`src/rtl/multicycle_ctrl_pkg.sv`:
```
// Shared types and encodings for the multicycle MIPS-subset control unit.
package multicycle_ctrl_pkg;

  localparam int unsigned OP_W    = 6;
  localparam int unsigned FUNCT_W = 6;
  localparam int unsigned SRCB_W  = 2;
  localparam int unsigned ALUC_W  = 3;
  localparam int unsigned PCSRC_W = 2;
  localparam int unsigned STATE_W = 4;

  typedef enum logic [STATE_W-1:0] {
    S_RESET    = 4'd0,
    S_FETCH    = 4'd1,
    S_DECODE   = 4'd2,
    S_MEM_ADDR = 4'd3,
    S_MEM_RD   = 4'd4,
    S_MEM_WB   = 4'd5,
    S_MEM_WR   = 4'd6,
    S_R_EXEC   = 4'd7,
    S_R_WB     = 4'd8,
    S_I_EXEC   = 4'd9,
    S_I_WB     = 4'd10,
    S_BRANCH   = 4'd11,
    S_JUMP     = 4'd12,
    S_TRAP     = 4'd13
  } state_e;

  localparam logic [OP_W-1:0] OP_RTYPE = 6'h00;
  localparam logic [OP_W-1:0] OP_LW    = 6'h23;
  localparam logic [OP_W-1:0] OP_SW    = 6'h2B;
  localparam logic [OP_W-1:0] OP_ADDI  = 6'h08;
  localparam logic [OP_W-1:0] OP_BEQ   = 6'h04;
  localparam logic [OP_W-1:0] OP_BNE   = 6'h05;
  localparam logic [OP_W-1:0] OP_J     = 6'h02;

  localparam logic [FUNCT_W-1:0] FN_ADD = 6'h20;
  localparam logic [FUNCT_W-1:0] FN_SUB = 6'h22;
  localparam logic [FUNCT_W-1:0] FN_AND = 6'h24;
  localparam logic [FUNCT_W-1:0] FN_OR  = 6'h25;
  localparam logic [FUNCT_W-1:0] FN_SLT = 6'h2A;

  localparam logic [SRCB_W-1:0] SRCB_REG     = 2'b00;
  localparam logic [SRCB_W-1:0] SRCB_FOUR    = 2'b01;
  localparam logic [SRCB_W-1:0] SRCB_IMM     = 2'b10;
  localparam logic [SRCB_W-1:0] SRCB_IMM_SH2 = 2'b11;

  localparam logic [ALUC_W-1:0] ALU_NONE = 3'b000;
  localparam logic [ALUC_W-1:0] ALU_ADD  = 3'b001;
  localparam logic [ALUC_W-1:0] ALU_SUB  = 3'b010;
  localparam logic [ALUC_W-1:0] ALU_AND  = 3'b011;
  localparam logic [ALUC_W-1:0] ALU_OR   = 3'b100;
  localparam logic [ALUC_W-1:0] ALU_SLT  = 3'b111;

  localparam logic [PCSRC_W-1:0] PCSRC_ALU    = 2'b00;
  localparam logic [PCSRC_W-1:0] PCSRC_ALUOUT = 2'b01;
  localparam logic [PCSRC_W-1:0] PCSRC_JUMP   = 2'b10;

  // Full control word driven toward the datapath each cycle.
  typedef struct packed {
    logic               pc_en;
    logic [PCSRC_W-1:0] pc_source;
    logic               i_or_d;
    logic               mem_read;
    logic               mem_write;
    logic               ir_write;
    logic               reg_dst;
    logic               mem_to_reg;
    logic               reg_write;
    logic               alu_src_a;
    logic [SRCB_W-1:0]  alu_src_b;
    logic [ALUC_W-1:0]  alu_ctrl;
    logic               trap;
  } ctrl_out_t;

  // beq takes the branch on zero, bne on non-zero.
  function automatic logic branch_taken(input logic [OP_W-1:0] op, input logic zero);
    logic taken;
    taken = 1'b0;
    if (op == OP_BEQ) taken = zero;
    else if (op == OP_BNE) taken = ~zero;
    return taken;
  endfunction

endpackage

```
`src/rtl/multicycle_ctrl_if.sv`:
```
// Control-unit <-> datapath bundle: instruction fields and status in, control strobes out.
interface multicycle_ctrl_if;
  import multicycle_ctrl_pkg::*;

  logic [OP_W-1:0]    opcode;
  logic [FUNCT_W-1:0] funct;
  logic               alu_zero;
  logic               mem_ready;

  logic               pc_en;
  logic [PCSRC_W-1:0] pc_source;
  logic               i_or_d;
  logic               mem_read;
  logic               mem_write;
  logic               ir_write;
  logic               reg_dst;
  logic               mem_to_reg;
  logic               reg_write;
  logic               alu_src_a;
  logic [SRCB_W-1:0]  alu_src_b;
  logic [ALUC_W-1:0]  alu_ctrl;
  logic               trap;

  modport master (
    input  opcode, funct, alu_zero, mem_ready,
    output pc_en, pc_source, i_or_d, mem_read, mem_write, ir_write,
           reg_dst, mem_to_reg, reg_write, alu_src_a, alu_src_b, alu_ctrl, trap
  );

  modport slave (
    output opcode, funct, alu_zero, mem_ready,
    input  pc_en, pc_source, i_or_d, mem_read, mem_write, ir_write,
           reg_dst, mem_to_reg, reg_write, alu_src_a, alu_src_b, alu_ctrl, trap
  );
endinterface

```
`src/rtl/multicycle_ctrl_alu_funct_decode.sv`:
```
// R-type funct field to ALU operation, flagging unsupported functs.
module alu_funct_decode
  import multicycle_ctrl_pkg::*;
(
  input  logic [FUNCT_W-1:0] funct,
  output logic [ALUC_W-1:0]  alu_ctrl,
  output logic               illegal
);

  always_comb begin
    alu_ctrl = ALU_NONE;
    illegal  = 1'b0;
    case (funct)
      FN_ADD:  alu_ctrl = ALU_ADD;
      FN_SUB:  alu_ctrl = ALU_SUB;
      FN_AND:  alu_ctrl = ALU_AND;
      FN_OR:   alu_ctrl = ALU_OR;
      FN_SLT:  alu_ctrl = ALU_SLT;
      default: illegal  = 1'b1;
    endcase
  end

endmodule

```
`src/rtl/multicycle_ctrl.sv`:
```
// Moore control FSM sequencing fetch/decode/execute/memory/write-back for the multicycle datapath.
module multicycle_ctrl
  import multicycle_ctrl_pkg::*;
(
  input logic                 clk,
  input logic                 reset_n,
  multicycle_ctrl_if.master   bus
);

  state_e            state_q, state_d;
  ctrl_out_t         out_c;
  logic [ALUC_W-1:0] r_alu_ctrl;
  logic              r_illegal;

  alu_funct_decode u_funct_decode (
    .funct    (bus.funct),
    .alu_ctrl (r_alu_ctrl),
    .illegal  (r_illegal)
  );

  always_ff @(posedge clk) begin
    if (!reset_n) state_q <= S_RESET;
    else          state_q <= state_d;
  end

  // Next state and the control word for the current state.
  always_comb begin
    state_d = state_q;
    out_c   = '0;
    case (state_q)
      S_RESET: state_d = S_FETCH;

      S_FETCH: begin
        out_c.mem_read  = 1'b1;
        out_c.i_or_d    = 1'b0;
        out_c.alu_src_a = 1'b0;
        out_c.alu_src_b = SRCB_FOUR;
        out_c.alu_ctrl  = ALU_ADD;
        out_c.pc_source = PCSRC_ALU;
        out_c.ir_write  = bus.mem_ready;
        out_c.pc_en     = bus.mem_ready;
        if (bus.mem_ready) state_d = S_DECODE;
      end

      S_DECODE: begin
        // Precompute the branch target into ALUOut.
        out_c.alu_src_a = 1'b0;
        out_c.alu_src_b = SRCB_IMM_SH2;
        out_c.alu_ctrl  = ALU_ADD;
        case (bus.opcode)
          OP_RTYPE:       state_d = S_R_EXEC;
          OP_LW, OP_SW:   state_d = S_MEM_ADDR;
          OP_ADDI:        state_d = S_I_EXEC;
          OP_BEQ, OP_BNE: state_d = S_BRANCH;
          OP_J:           state_d = S_JUMP;
          default:        state_d = S_TRAP;
        endcase
      end

      S_MEM_ADDR: begin
        out_c.alu_src_a = 1'b1;
        out_c.alu_src_b = SRCB_IMM;
        out_c.alu_ctrl  = ALU_ADD;
        if (bus.opcode == OP_LW)      state_d = S_MEM_RD;
        else if (bus.opcode == OP_SW) state_d = S_MEM_WR;
        else                          state_d = S_TRAP;
      end

      S_MEM_RD: begin
        out_c.mem_read = 1'b1;
        out_c.i_or_d   = 1'b1;
        if (bus.mem_ready) state_d = S_MEM_WB;
      end

      S_MEM_WB: begin
        out_c.reg_write  = 1'b1;
        out_c.mem_to_reg = 1'b1;
        out_c.reg_dst    = 1'b0;
        state_d          = S_FETCH;
      end

      S_MEM_WR: begin
        out_c.mem_write = 1'b1;
        out_c.i_or_d    = 1'b1;
        if (bus.mem_ready) state_d = S_FETCH;
      end

      S_R_EXEC: begin
        out_c.alu_src_a = 1'b1;
        out_c.alu_src_b = SRCB_REG;
        out_c.alu_ctrl  = r_alu_ctrl;
        state_d         = r_illegal ? S_TRAP : S_R_WB;
      end

      S_R_WB: begin
        // funct is still held in IR, so the decode re-derives the same operation.
        out_c.reg_write  = 1'b1;
        out_c.reg_dst    = 1'b1;
        out_c.mem_to_reg = 1'b0;
        out_c.alu_ctrl   = r_alu_ctrl;
        state_d          = S_FETCH;
      end

      S_I_EXEC: begin
        out_c.alu_src_a = 1'b1;
        out_c.alu_src_b = SRCB_IMM;
        out_c.alu_ctrl  = ALU_ADD;
        state_d         = S_I_WB;
      end

      S_I_WB: begin
        out_c.reg_write  = 1'b1;
        out_c.reg_dst    = 1'b0;
        out_c.mem_to_reg = 1'b0;
        state_d          = S_FETCH;
      end

      S_BRANCH: begin
        out_c.alu_src_a = 1'b1;
        out_c.alu_src_b = SRCB_REG;
        out_c.alu_ctrl  = ALU_SUB;
        out_c.pc_source = PCSRC_ALUOUT;
        out_c.pc_en     = branch_taken(bus.opcode, bus.alu_zero);
        state_d         = S_FETCH;
      end

      S_JUMP: begin
        out_c.pc_source = PCSRC_JUMP;
        out_c.pc_en     = 1'b1;
        state_d         = S_FETCH;
      end

      S_TRAP: begin
        out_c.trap = 1'b1;
        state_d    = S_TRAP;
      end

      default: state_d = S_RESET;
    endcase
  end

  assign bus.pc_en      = out_c.pc_en;
  assign bus.pc_source  = out_c.pc_source;
  assign bus.i_or_d     = out_c.i_or_d;
  assign bus.mem_read   = out_c.mem_read;
  assign bus.mem_write  = out_c.mem_write;
  assign bus.ir_write   = out_c.ir_write;
  assign bus.reg_dst    = out_c.reg_dst;
  assign bus.mem_to_reg = out_c.mem_to_reg;
  assign bus.reg_write  = out_c.reg_write;
  assign bus.alu_src_a  = out_c.alu_src_a;
  assign bus.alu_src_b  = out_c.alu_src_b;
  assign bus.alu_ctrl   = out_c.alu_ctrl;
  assign bus.trap       = out_c.trap;

endmodule

```
`src/flat_wrapper.sv`:
```
// flat-port wrapper written by rule: the top's interface ports become plain ports
module multicycle_ctrl_flat import multicycle_ctrl_pkg::*;
  (clk, reset_n, bus_opcode, bus_funct, bus_alu_zero, bus_mem_ready, bus_pc_en, bus_pc_source, bus_i_or_d, bus_mem_read, bus_mem_write, bus_ir_write, bus_reg_dst, bus_mem_to_reg, bus_reg_write, bus_alu_src_a, bus_alu_src_b, bus_alu_ctrl, bus_trap);
  multicycle_ctrl_if bus_i ();
  input logic clk;
  input logic reset_n;
  input wire logic [$bits(bus_i.opcode)-1:0] bus_opcode;
  input wire logic [$bits(bus_i.funct)-1:0] bus_funct;
  input wire logic [$bits(bus_i.alu_zero)-1:0] bus_alu_zero;
  input wire logic [$bits(bus_i.mem_ready)-1:0] bus_mem_ready;
  output wire logic [$bits(bus_i.pc_en)-1:0] bus_pc_en;
  output wire logic [$bits(bus_i.pc_source)-1:0] bus_pc_source;
  output wire logic [$bits(bus_i.i_or_d)-1:0] bus_i_or_d;
  output wire logic [$bits(bus_i.mem_read)-1:0] bus_mem_read;
  output wire logic [$bits(bus_i.mem_write)-1:0] bus_mem_write;
  output wire logic [$bits(bus_i.ir_write)-1:0] bus_ir_write;
  output wire logic [$bits(bus_i.reg_dst)-1:0] bus_reg_dst;
  output wire logic [$bits(bus_i.mem_to_reg)-1:0] bus_mem_to_reg;
  output wire logic [$bits(bus_i.reg_write)-1:0] bus_reg_write;
  output wire logic [$bits(bus_i.alu_src_a)-1:0] bus_alu_src_a;
  output wire logic [$bits(bus_i.alu_src_b)-1:0] bus_alu_src_b;
  output wire logic [$bits(bus_i.alu_ctrl)-1:0] bus_alu_ctrl;
  output wire logic [$bits(bus_i.trap)-1:0] bus_trap;
  assign bus_i.opcode = bus_opcode;
  assign bus_i.funct = bus_funct;
  assign bus_i.alu_zero = bus_alu_zero;
  assign bus_i.mem_ready = bus_mem_ready;
  assign bus_pc_en = bus_i.pc_en;
  assign bus_pc_source = bus_i.pc_source;
  assign bus_i_or_d = bus_i.i_or_d;
  assign bus_mem_read = bus_i.mem_read;
  assign bus_mem_write = bus_i.mem_write;
  assign bus_ir_write = bus_i.ir_write;
  assign bus_reg_dst = bus_i.reg_dst;
  assign bus_mem_to_reg = bus_i.mem_to_reg;
  assign bus_reg_write = bus_i.reg_write;
  assign bus_alu_src_a = bus_i.alu_src_a;
  assign bus_alu_src_b = bus_i.alu_src_b;
  assign bus_alu_ctrl = bus_i.alu_ctrl;
  assign bus_trap = bus_i.trap;
  multicycle_ctrl u_core (.clk(clk), .reset_n(reset_n), .bus(bus_i));
endmodule
```
`config.mk`:
```
export PLATFORM = sky130hd
export DESIGN_NAME = multicycle_ctrl_flat
export DESIGN_NICKNAME = d
export VERILOG_FILES = /design/src/rtl/multicycle_ctrl_pkg.sv /design/src/rtl/multicycle_ctrl_if.sv /design/src/rtl/multicycle_ctrl_alu_funct_decode.sv /design/src/rtl/multicycle_ctrl.sv /design/src/flat_wrapper.sv
export SDC_FILE = /design/constraint.sdc
export NUM_CORES = 1
export LEC_CHECK = 0
export BUFFER_PORTS_ARGS = -buffer_cell sky130_fd_sc_hd__clkbuf_2
export CORE_AREA = 2 2 44 46
export CTS_CLUSTER_SIZE = 12
export DETAILED_ROUTE_END_ITERATION = 10
export DIE_AREA = 0 0 46 48
export PLACE_DENSITY = 0.71
export SYNTH_ARGS = -nofsm -noshare
export SYNTH_HDL_FRONTEND = slang
export SYNTH_SLANG_ARGS = --single-unit
```
`constraint.sdc`:
```
create_clock -name clk -period 2.05 [get_ports clk]
set_clock_uncertainty 0.1 [all_clocks]
set_input_delay 0.1025 -clock clk [delete_from_list [all_inputs] [get_ports clk]]
set_output_delay 0.1025 -clock clk [all_outputs]
set_load 0.005 [all_outputs]
```
## Word level (Yosys, flattened, before mapping)

Index checks and enable logic that the tools add are counted.

- Output and inout port bits: 17
- Register bits: 4

- Equal/unequal tests: 27
- Bitwise operators: 1
- Reduce and logical (&&, ||, !) cells: 13
- Multiplexer cells: 20

Operators by type and width:

| cell | count |
|---|---|
| $eq A6 B6 Y1 const B | 7 |
| $pmux W4 S9 | 1 |
| $pmux W3 S3 | 3 |
| $eq A4 B4 Y1 const B | 6 |
| $mux W4 | 5 |
| $pmux W4 S5 | 1 |
| $eq A4 B3 Y1 const B | 4 |
| $pmux W3 S5 | 1 |
| $reduce_or A2 Y1 | 7 |
| $eq A6 B3 Y1 const B | 2 |
| $pmux W3 S4 | 1 |
| $eq A4 B2 Y1 const B | 2 |
| $mux W1 | 7 |
| $eq A6 B2 Y1 const B | 1 |
| $eq A6 B4 Y1 const B | 1 |
| $logic_not A6 Y1 | 1 |
| $ne A2 B2 Y1 const B | 3 |
| $reduce_or A6 Y1 | 1 |
| $reduce_or A5 Y1 | 1 |
| $eq A4 B1 Y1 const B | 1 |
| $logic_not A4 Y1 | 1 |
| $reduce_or A4 Y1 | 1 |
| $mux W3 | 1 |
| $reduce_and A3 Y1 | 1 |
| $not A1 Y1 | 1 |

## Longest topological paths before layout

Gate-level depths: netlist of run 1.

- Word-level depth: 4
- Gate-level depth with buffers: 6
- Depth with buffers taken out: 5

## Hierarchy

Synthesis of run 1 repeated with hierarchy kept, for this count alone.

- Cells, all modules: 112
- Area total of the unflattened synthesis: 759.5 um2

Modules (own cells, without submodules):

| module | cells each | area each (um2) | times used | seq. area each (um2) |
|---|---|---|---|---|
| multicycle_ctrl | 99 | 658.1 | 1 | 80.1 |
| alu_funct_decode | 13 | 101.3 | 1 | 0.0 |

## Least setup slack after synthesis of run 1

No wires, ideal clock.

- Path kind: reg-to-reg
- Start point: register u_core.state_q[3]
- End point: register u_core.state_q[0]
- Stages on the path, launching flop included: 6
- Arrival: 1311 ps
- Path slack: 522 ps
- Path buffers: 1
- Clock period less this slack: 1528 ps
- Path through: dfxtp_1 > buf_6 > or4_1 > a21oi_1 > o211ai_1 > a22o_1

- Longest elaborated chain between the ends: 3
- Elaborated cells on any way between the ends: 20

Ends and longest elaborated chain:

| element | RTL line | RTL |
|---|---|---|
| from (decl) | multicycle_ctrl.sv:10 | `state_e state_q, state_d;` |
| from (signal assigned) | multicycle_ctrl.sv:23 | `else state_q <= state_d;` |
| $eq A4 B3 Y1 (tied with other cells) | multicycle_ctrl.sv:30 | `case (state_q)` |
| $reduce_or A6 Y1 (no source line) / $ne A2 B2 Y1 (equally long branches) | -- |  |
| $pmux W4 S9 / $reduce_and A3 Y1 (equally long branches) | -- |  |

Parallel ways exist; a longest one is shown, timed or not.
A chain may end at the register's enable or synchronous reset.

## Final worst setup path of run 1

- Start point: register u_core.state_q[0]
- End point: output bus_alu_ctrl[2]

- Longest elaborated chain between the ends: 3
- Elaborated cells on any way between the ends: 10

Ends and longest elaborated chain:

| element | RTL line | RTL |
|---|---|---|
| $eq A4 B1 Y1 (tied with other cells) | multicycle_ctrl.sv:30 |  |
| $reduce_or A4 Y1 (no source line) / $reduce_or A2 Y1 (equally long branches) | -- |  |
| $pmux W3 S3 (*) | multicycle_ctrl.sv:30 |  |
| to (decl) | flat_wrapper.sv:22 | `output wire logic [$bits(bus_i.alu_ctrl)-1:0] bus_alu_ctrl;` |

Every way passes the cells marked *; elsewhere a longest branch is shown, timed or not.

==> metrics.md, run 1 <==
| Metric | Value |
|---|---|
| Final GP Congestion | 0.797 |
| Die Span Y | around 48 um |
| Root buffer cell | clkbuf_4 |
| # IOs | 33 |
| Largest register FFs | 4 |
| Biggest register | u_core.state_q |
| Achievable Freq | between 500 and 600 MHz |
| Top Registers | u_core.state_q (4) |
| Via count | roughly 940 |
| Largest area contributor in the netlist | dfxtp_1 |
| Layout area overhead | 21.1% |
| Initial antenna violation count | 0 |
| PortBufs | 32 |
| RSZ-0062 raised after global routing | no |
| Core ar. | 0.00169 mm^2 |
| Total negative slack | 0 ns |
| Main synth FF type | dfxtp_1 |
| Final period utilization | 89.7% |
| Arrival time worst endpoint | around 1.6 ns |
| HP Class | input port to flip-flop |
| Yosys warns | 0 |
| GRT overflow | 0 |
| CTS buffer count | 3 |
| Post-Syn Area per Cell | 6.99 um^2 |
| Crit end category | output pin |
| PD cells | about 1000 mW/mm^2 |
| Hold_buf cts | 0 |
| Drt first pass iters | 4 |
| Post-synth EDFFs | 0 |
| CTS clock-pin slew for the worst setup and hold paths | 0.04 ns |
| Synth unique cells | 46 |
| Synth Cell Area | around 750 um^2 |
| Rows | 15 |
| Post-synth top area share | 10.6% |
| Initial Util | between 40% and 50% |
| CP max FO | 17 |
| Post-Syn Instances | 108 |
| Die X-Extent | 46 um |
| Global Route Usage Sum | approximately a fifth |
| Dpl hpwl | 1580 um |
| Leakage | slightly below 0.0004 uW |
| # diodes | 0 |
| CP required | 1.85 ns |
| Vias in the first global route | 767 |
| Min setup slack post-route | 0.210 ns |
| Fill cell count | 170 |
| Largest net degree at the start of global routing | 20 |
| Max Slew Vio Count | 0 |
| Clock latency on the worst-skew pair | about 0.24 ns |
| # setup viols final | 0 |
| First-iteration detailed-routing DRC count | 29 |
| Synth area leaders | dfxtp_1 11%, buf_6 6.0%, a21oi_1 5.3%, nor2_1 5.0%, nor3_1 4.6% |
| FFs w/ async S/R, synth | 0% |
| Max-slew headroom | approximately 75% |
| DRC | 0 |
| CTS tree | built |
| Total Wirelength | 2000 um |
| Final #Nets | approximately 160 |
| Number of H-tree levels | 1 |
| Mapped Nets | 124 |
| Final Hold Vio Count | 0 |
| Die area | around 0.0022 mm^2 |
| Postcts setup bufs | 0 |
| Drt wl/cell | roughly 13 um |
| Peak VDD IR | 0.000425 V |
| Seq cells post-synth | 4 |
| CTS Sinks | 4 |
| Top cells by count, synth | 10 x nor2_1, 8 x a21oi_1, 7 x nand2_1, 7 x nor3_1 |
| Antenna viol nets, final | 0 |
| Layout cell share with drive strength beyond 1 | 30.7% |
| Seq/Total Area, Yosys | approximately a tenth |
| Sequential Area | 81.3 um^2 |
| Kind of start point of the critical path | flip-flop |
| Most frequent cell after synthesis | nor2_1 |
| Max-cap violation count | 0 |
| Tmin final | 1.84 ns |
| Least-Margin Pin Slew | 0.373 ns |
| Area taken by multi-input logic gates | 594 um^2 |
| Via density | 6.13 |
| Crit path kind | flip-flop to output pin |
| Pre-CTS WS | 0.345 ns |
| First-pass GRT wire length | 3190 um |
| Outcome | completed |
| Clock buffer depth | 2 |
[worst max-delay path: stages (launching register included)]
cell and delay (ns):
dfxtp_1 0.36, buf_4 0.22, nand2b_1 0.19, nor3_1 0.29, o22ai_1 0.11, nor2_1 0.11
clkbuf_2 0.12
[placed cells by master (no fill, tap or decap), types with 3 or more instances in the layout]
cell type / instances
nor2b_1: 3
nor4_1: 3
o21ai_0: 3
buf_4: 3
dfxtp_1: 3
nand2b_1: 4
nor2_1: 10
clkbuf_2: 32
inv_1: 3
a21oi_1: 8
clkbuf_4: 3
nor3_1: 7
nand2_1: 7
nor3b_1: 3
[where the power goes]
group | internal (uW) | switching [uW] | total (uW)
clock | 65.7 | 34.7 | 100
combinational | 297 | 329 | 626
sequential | 108 | 77.6 | 186
[cell families after synthesis]
logic type,share of synthesized area (%)
buffers and inverters,10.6
AOI/OAI and AO/OA,34.0
xor gates and xnor gates,3.48
and+or+nand+nor,38.6
muxes,2.65
DFF,10.6
[per-layer routing]
metal	up-vias	wire length [um]	global-route usage, %	part of all wire, %
met5	-	0	0	0
met4	0	12	2.29	0.60
met3	2	111	5.28	5.5
met2	33	936	31.7	47
met1	430	941	25.5	47
li1	479	-	-	-
[final timing paths]
path | start | cells past startpoint | endpoint | slack [ns]
worst max-delay path | u_core.state_q[0] | 6 | bus_alu_ctrl[2] | 0.21
worst min-delay path | reset_n | 2 | u_core.state_q[3] | 0.009
worst max register to register | u_core.state_q[2] | 5 | u_core.state_q[2] | 0.38
worst min register to register | u_core.state_q[3] | 1 | u_core.state_q[2] | 0.60
[through the flow]
step | std cells | hold WS (ns) | instance area (um^2) | total power [uW] | util (%)
final | 154 | 0.00852 | 913 | 912 | 54.1
after global routing | 154 | 0.0108 | 913 | 1000 | 54.1
after CTS | 154 | 0.00399 | 912 | 910 | 54.0
after detailed placement | 151 | 0.241 | 890 | 804 | 52.7
after global placement | 151 | 0.244 | 890 | 793 | 52.7
after floorplan | 108 | 0.124 | 754 | 647 | -
[repair_timing]
| item | in CTS | in global routing |
|---|---|---|
| endpoints found under the hold margin | 0 | 0 |
| resized for setup | 0 | 1 |
| endpoints found under the setup margin | 0 | 3 |
[area by class of cell]
type | count | share of cell area, %
multi-input cells | 92 | 65.1
repair buffers | 35 | 20.0
flip-flops and latches | 4 | 8.90
clock buffers | 3 | 2.47
well taps | 17 | 2.33
inverters | 3 | 1.23
(Power assumes the default switching activity.)
==> run 2, diff against run 1 <==
--- a/config.mk
+++ b/config.mk
@@ -5,12 +5,13 @@
 export SDC_FILE = /design/constraint.sdc
 export NUM_CORES = 1
 export LEC_CHECK = 0
+export ABC_AREA = 1
 export BUFFER_PORTS_ARGS = -buffer_cell sky130_fd_sc_hd__clkbuf_2
-export CORE_AREA = 2 2 44 46
+export CORE_AREA = 2 2 42 44
 export CTS_CLUSTER_SIZE = 12
 export DETAILED_ROUTE_END_ITERATION = 10
-export DIE_AREA = 0 0 46 48
-export PLACE_DENSITY = 0.71
+export DIE_AREA = 0 0 44 46
+export PLACE_DENSITY = 0.72
 export SYNTH_ARGS = -nofsm -noshare
 export SYNTH_HDL_FRONTEND = slang
 export SYNTH_SLANG_ARGS = --single-unit
==> run 2 against run 1 <==
Effect of this change:
- hold slack better by 0.043 ns
- highest routed layer is now met3
- clock power about the same
- non-clock buffer count down 3
- final cell count up 17%
- critical path depth down 1
- critical path type unchanged
==> metrics.md, run 2 <==
| Metric | Value |
|---|---|
| Final period utilization | between 80% and 90% |
| Arrival time worst endpoint | 1.51 ns |
| Initial antenna violation count | 0 |
| Post-synth top area share | 13.3% |
| Post-Syn Area per Cell | ~5.3 um^2 |
| Antenna viol nets, final | 0 |
| Final GP Congestion | 0.852 |
| PortBufs | 32 |
| Cell chain of the critical path | nand2_2 > nor2_2 > nor2_1 > o221ai_1 > clkbuf_2 |
| Main synth FF type | dfxtp_1 |
| Top Registers | u_core.state_q (4) |
| Most frequent cells in the layout | 32 x clkbuf_2, 24 x nor2_1, 22 x inv_1, 21 x nand2_1, 14 x nand3_1 |
| Mapped Nets | 144 |
| Dpl hpwl | 1570 um |
| Most common cell after layout, fill and taps aside | clkbuf_2 |
| Post-Syn Instances | 128 |
| Synth area leaders | nor2_1 13%, inv_1 12%, dfxtp_1 12%, nand2_1 12%, nand3_1 10% |
| HP Class | input port to flip-flop |
| # IOs | 33 |
| Drt wl/cell | 10.4 um |
| Most frequent cell after synthesis | nor2_1 |
| Postcts setup bufs | 0 |
| Vias in the first global route | 716 |
| Initial Util | approximately 42% |
| Post-CTS sizing | 0 |
| DRC | 0 |
| Die X-Extent | between 40 and 50 um |
| Total power | between 800 and 900 uW |
| Drt first pass iters | 4 |
| GRT overflow | 0 |
| CTS buffer count | 3 |
| Clock latency on the worst-skew pair | 0.24 ns |
| Largest net degree at the start of global routing | 8 |
| Global Route Usage Sum | 19.0% |
| Die area | between 0.002 and 0.0025 mm^2 |
| Peak VDD IR | 0.000606 V |
| CP required | roughly 1.9 ns |
| Kind of start point of the critical path | flip-flop |
| PD cells | between 900 and 1000 mW/mm^2 |
| Seq cells post-synth | 4 |
| Top cells by count, synth | 24 x nor2_1, 22 x inv_1, 21 x nand2_1 |
| Via count | 927 |
| Clock buffer depth | 2 |
| Achievable Freq | 585 MHz |
| Least-Margin Pin Slew | 0.341 ns |
| Post-synth EDFFs | 0 |
| Largest area contributor in the netlist | nor2_1 |
| Die Span Y | 46 um |
| Top Family by Delay on Critical Path | flip-flops |
| Final #Nets | 181 |
| Layout cell share with drive strength beyond 1 | 33.1% |
| Core ar. | 0.00161 mm^2 |
| Root buffer cell | clkbuf_4 |
| Largest register FFs | 4 |
| RSZ-0062 raised after global routing | no |
| CTS tree | built |
| Leakage | 0.000493 uW |
| Crit end category | output pin |
| WP buf/inv | 1 |
| Layout area overhead | 30.1% |
| Crit path kind | flip-flop to output pin |
| Yosys warns | 0 |
| Max-cap violation count | 0 |
| Max-slew headroom | 77.2% |
| Total Wirelength | 1860 um |
| Max Slew Vio Count | 0 |
| Hold_buf cts | 0 |
| Seq/Total Area, Yosys | 11.8% |
| Slowest stage delay, CP | 0.51 ns |
| CTS Sinks | 4 |
| Synth Cell Area | 678 um^2 |
| FFs w/ async S/R, synth | 0% |
| Tmin final | 1.71 ns |
| CTS clock-pin slew for the worst setup and hold paths | 0.04 ns |
| Final Hold Vio Count | 0 |
| # setup viols final | 0 |
| Rows | 15 |
| Via density | 5.15 |
| Number of H-tree levels | 1 |
| Outcome | completed |
| CP max stage cell | dfxtp_1 |
| CP max FO | 7 |
| Total negative slack | 0 ns |
| Synth unique cells | 20 |
| First-iteration detailed-routing DRC count | 30 |
| Biggest register | u_core.state_q |
| # diodes | 0 |
| First-pass GRT wire length | 2980 um |
run 2: changes by cell type after synthesis, moves of 7 or more:
cell	previous run	this run
inv_1	3	22
nor3_1	7	0
nand2_1	7	21
nor2_1	10	24
nand3_1	1	14
run 2: per-layer routing:
layer / share of wire [%] / track usage, % / vias up / routed length, um
met5: 0 / 0 / - / 0
met2: 46 / 29.4 / 22 / 864
li1: - / - / 491 / -
met1: 50 / 27.7 / 414 / 923
met3: 4.0 / 2.38 / 0 / 75
met4: 0 / 4.85 / 0 / 0
run 2: area by class of cell:
| type | count | area [um^2] |
|---|---|---|
| multi-input combinational | 97 | 497 |
| tap | 17 | 21.3 |
| timing repair buffer | 32 | 160 |
| fill | 169 | 732 |
| sequential | 4 | 80.1 |
| clock buffer | 3 | 22.5 |
| inverter | 27 | 101 |
run 2: power by group:
part           switching (uW)  internal, uW
logic                     339           223
registers                56.6           108
clock network            35.3          65.7
total                     431           396
run 2: kinds of logic after synthesis:
family,share of synthesized area (%)
buffers and inverters,14.9
AND/OR/NAND/NOR,56.1
AO/OA/AOI/OAI,17.2
flip-flops,11.8
run 2: worst min-delay path: cells and delay by family:
| kind | cells | cell delay [ns] |
|---|---|---|
| compound gates | 1 | 0.11 |
| buf+inv | 2 | 0.14 |
run 2: per-stage QoR:
| step | hold slack [ns] | utilization, % | setup slack, ns | cells | instance area (um^2) |
|---|---|---|---|---|---|
| 6_report | 0.0518 | 54.7 | 0.341 | 180 | 882 |
| 5_1_grt | 0.0842 | 54.7 | 0.205 | 180 | 882 |
| 3_3_place_gp | 0.283 | 53.3 | 0.621 | 177 | 860 |
| 4_1_cts | 0.0565 | 54.7 | 0.349 | 180 | 882 |
| 2_1_floorplan | 0.170 | - | 0.776 | 128 | 678 |
| 3_5_place_dp | 0.297 | 53.3 | 0.599 | 177 | 860 |
run 2: path summary, 6_finish.rpt:
| kind | to | from | cells after the start | slack (ns) |
|---|---|---|---|---|
| worst min register to register | u_core.state_q[0] | u_core.state_q[0] | 2 | 0.44 |
| worst max register to register | u_core.state_q[2] | u_core.state_q[2] | 6 | 0.63 |
| worst max-delay path | bus_alu_ctrl[0] | u_core.state_q[1] | 5 | 0.34 |
| worst min-delay path | u_core.state_q[2] | reset_n | 3 | 0.05 |
==> run 3, diff against run 2 <==
--- a/config.mk
+++ b/config.mk
@@ -5,13 +5,13 @@
 export SDC_FILE = /design/constraint.sdc
 export NUM_CORES = 1
 export LEC_CHECK = 0
-export ABC_AREA = 1
+export ABC_AREA = 0
 export BUFFER_PORTS_ARGS = -buffer_cell sky130_fd_sc_hd__clkbuf_2
-export CORE_AREA = 2 2 42 44
+export CORE_AREA = 2 2 44 46
 export CTS_CLUSTER_SIZE = 12
 export DETAILED_ROUTE_END_ITERATION = 10
-export DIE_AREA = 0 0 44 46
-export PLACE_DENSITY = 0.72
+export DIE_AREA = 0 0 46 48
+export PLACE_DENSITY = 0.71
 export SYNTH_ARGS = -nofsm -noshare
 export SYNTH_HDL_FRONTEND = slang
 export SYNTH_SLANG_ARGS = --single-unit
==> constraint.sdc (replaced) <==
create_clock -name clk -period 1.59 [get_ports clk]
set_clock_uncertainty 0.1 [all_clocks]
set_input_delay 0.0795 -clock clk [delete_from_list [all_inputs] [get_ports clk]]
set_output_delay 0.0795 -clock clk [all_outputs]
set_load 0.005 [all_outputs]
==> run 3 against run 2 <==
Effect of this change:
- die area grew 9.1%
- sequential power up 43%
- wire length is 30% higher
- core utilization is 8.2 points higher
- first-iteration DRC count up 70%
- largest cell class unchanged
- clock-buffer cell count is the same
- sequential cell count is the same
- critical path depth is 1 higher
- final cell count down 8.9%
- highest routed layer is now met4
==> metrics.md, run 3 (synthesized netlist as in run 1, its figures left out) <==
| Metric | Value |
|---|---|
| Kind of start point of the critical path | flip-flop |
| PortBufs | 32 |
| Die Span Y | 48 um |
| Biggest register | u_core.state_q |
| CP required | approximately 1.4 ns |
| Final Hold Vio Count | 0 |
| Terminus of the critical flop-to-flop path | u_core.state_q[0] |
| Global Route Usage Sum | 21.4% |
| CTS buffer count | 3 |
| Non-Filler Instances | between 150 and 200 |
| Final GP Congestion | about 0.96 |
| HP Class | input port to flip-flop |
| Drt first pass iters | 4 |
| Worst hold start | bus_mem_ready |
| Total Wirelength | 2420 um |
| GRT overflow | 0 |
| Clock latency on the worst-skew pair | 0.26 ns |
| Largest net degree at the start of global routing | 16 |
| Rows | 15 |
| Most frequent cells in the layout | 32 x clkbuf_2, 10 x nor2_1, 8 x a21oi_1, 8 x buf_4, 6 x nand2_1 |
| Final #Nets | approximately 170 |
| CTS tree | built |
| Met1 Use GR | 27.1% |
| Layout area overhead | 40.6% |
| Min-Delay Endpoint | u_core.state_q[0] |
| Dpl hpwl | around 1800 um |
| # diodes | 0 |
| Layout cell share with drive strength beyond 1 | 41.5% |
| PD cells | 1350 mW/mm^2 |
| Worst hold slack | 0.224 ns |
| Outcome | completed |
| GRT busiest layer | met2 |
| Met2 Resource Use GR | about 37% |
| Root buffer cell | clkbuf_4 |
| Worst reg2reg path depth | 4 |
| Top Registers | u_core.state_q (4) |
| First-pass GRT wire length | 3530 um |
| Antenna viol nets, final | 0 |
| Max-cap violation count | 0 |
| Met3 usage | ~2.6% |
| Final core utilization | about 63% |
| Initial Util | between 40% and 50% |
| Vias in the first global route | 836 |
| Core ar. | 0.00169 mm^2 |
| Total power | 1440 uW |
| Max Slew Vio Count | 0 |
| Drt wl/cell | 14.8 um |
| RR Startpoint | u_core.state_q[3] |
| Achievable Freq | 634 MHz |
| Arrival time worst endpoint | 1.40 ns |
| Tmin final | 1.58 ns |
| Max-slew headroom | 76.4% |
| Via count | between 1000 and 1500 |
| CTS Sinks | 4 |
| Least-Margin Pin Slew | 0.350 ns |
| R2r setup slk | about 0.06 ns |
| Leakage | 0.000465 uW |
| Die X-Extent | roughly 46 um |
| CTS clock-pin slew for the worst setup and hold paths | 0.05 ns |
| Most common cell after layout, fill and taps aside | clkbuf_2 |
| Crit path kind | flip-flop to output pin |
| Die area | 0.00221 mm^2 |
| CP max FO | 8 |
| Initial antenna violation count | 0 |
| Largest register FFs | 4 |
| Crit end category | output pin |
| # setup viols final | 0 |
| DRC | 0 |
| Peak VDD IR | just under 0.0007 V |
| Via density | about 6 |
| Placed Cells | roughly 160 |
| Clock buffer depth | 2 |
| First-iteration detailed-routing DRC count | just over 50 |
| Final period utilization | 99.2% |
| Number of H-tree levels | 1 |
| Fill cell count | 151 |
| Hold Path Stages | 3 |
| # IOs | 33 |
==> run 3: cell count changes in the layout (fill, tap and decap cells not counted), sizes merged, moves of 5 or more <==
cell,change
nand3,-13
nand4,-6
nor2,-21
nand2b,+5
buf,+12
nor3,+7
inv,-24
nand2,-20
==> run 3: worst max-delay path by stage <==
stage | from | end | slack (ns) | cells past startpoint
final | u_core.state_q[3] | bus_pc_en | 0.01 | 6
after detailed placement | bus_opcode[5] | u_core.state_q[3] | 0.03 | 6
after CTS | u_core.state_q[2] | bus_pc_en | -0.04 | 6
after global placement | bus_opcode[5] | u_core.state_q[3] | 0.07 | 6
after floorplan | u_core.state_q[3] | u_core.state_q[0] | 0.06 | 5
after global routing | u_core.state_q[3] | bus_pc_en | -0.04 | 6
==> run 3: final cells by class <==
cell class / instances / area, um^2 / area share (%)
inverter: 3 / 11.3 / 1.06
tap: 17 / 21.3 / 2.00
clock buffer: 3 / 22.5 / 2.12
timing repair buffer: 45 / 279 / 26.3
sequential: 4 / 90.1 / 8.49
multi-input combinational: 92 / 637 / 60.0
==> run 3: through the flow <==
stage,cell area (um^2),setup TNS [ns],setup WS [ns]
6_report,1060,0,0.0125
5_1_grt,1060,-0.0414,-0.0412
4_1_cts,987,-0.0374,-0.0374
3_5_place_dp,942,0,0.0306
3_3_place_gp,942,0,0.0694
2_1_floorplan,754,0,0.0618
==> run 3: power breakdown <==
part | internal (uW) | switching, uW | total [uW]
Clock | 86.2 | 67.0 | 153
Combinational | 516 | 532 | 1050
Sequential | 150 | 84.6 | 235
Total | 753 | 683 | 1440
==> run 3: worst max-delay path, stage by stage (launching register included) <==
cell      delay, ns
dfxtp_4        0.37
nand2b_2       0.24
nor3_4         0.14
and2_4         0.17
nor2_1         0.05
nand2_1        0.07
clkbuf_2       0.10
==> run 3: what timing repair did <==
item,4_1_cts,5_1_grt
resized for setup,5,16
hold buffers,1,0
setup endpoints to repair,4,7
endpoints found under the hold margin,1,0
setup buffers,0,2
pin swaps,0,4
==> run 3: routing by layer <==
layer | wire (um) | vias up
met5 | 0 | -
met4 | 30 | 0
met3 | 139 | 4
met2 | 1230 | 44
met1 | 1020 | 469
li1 | - | 492
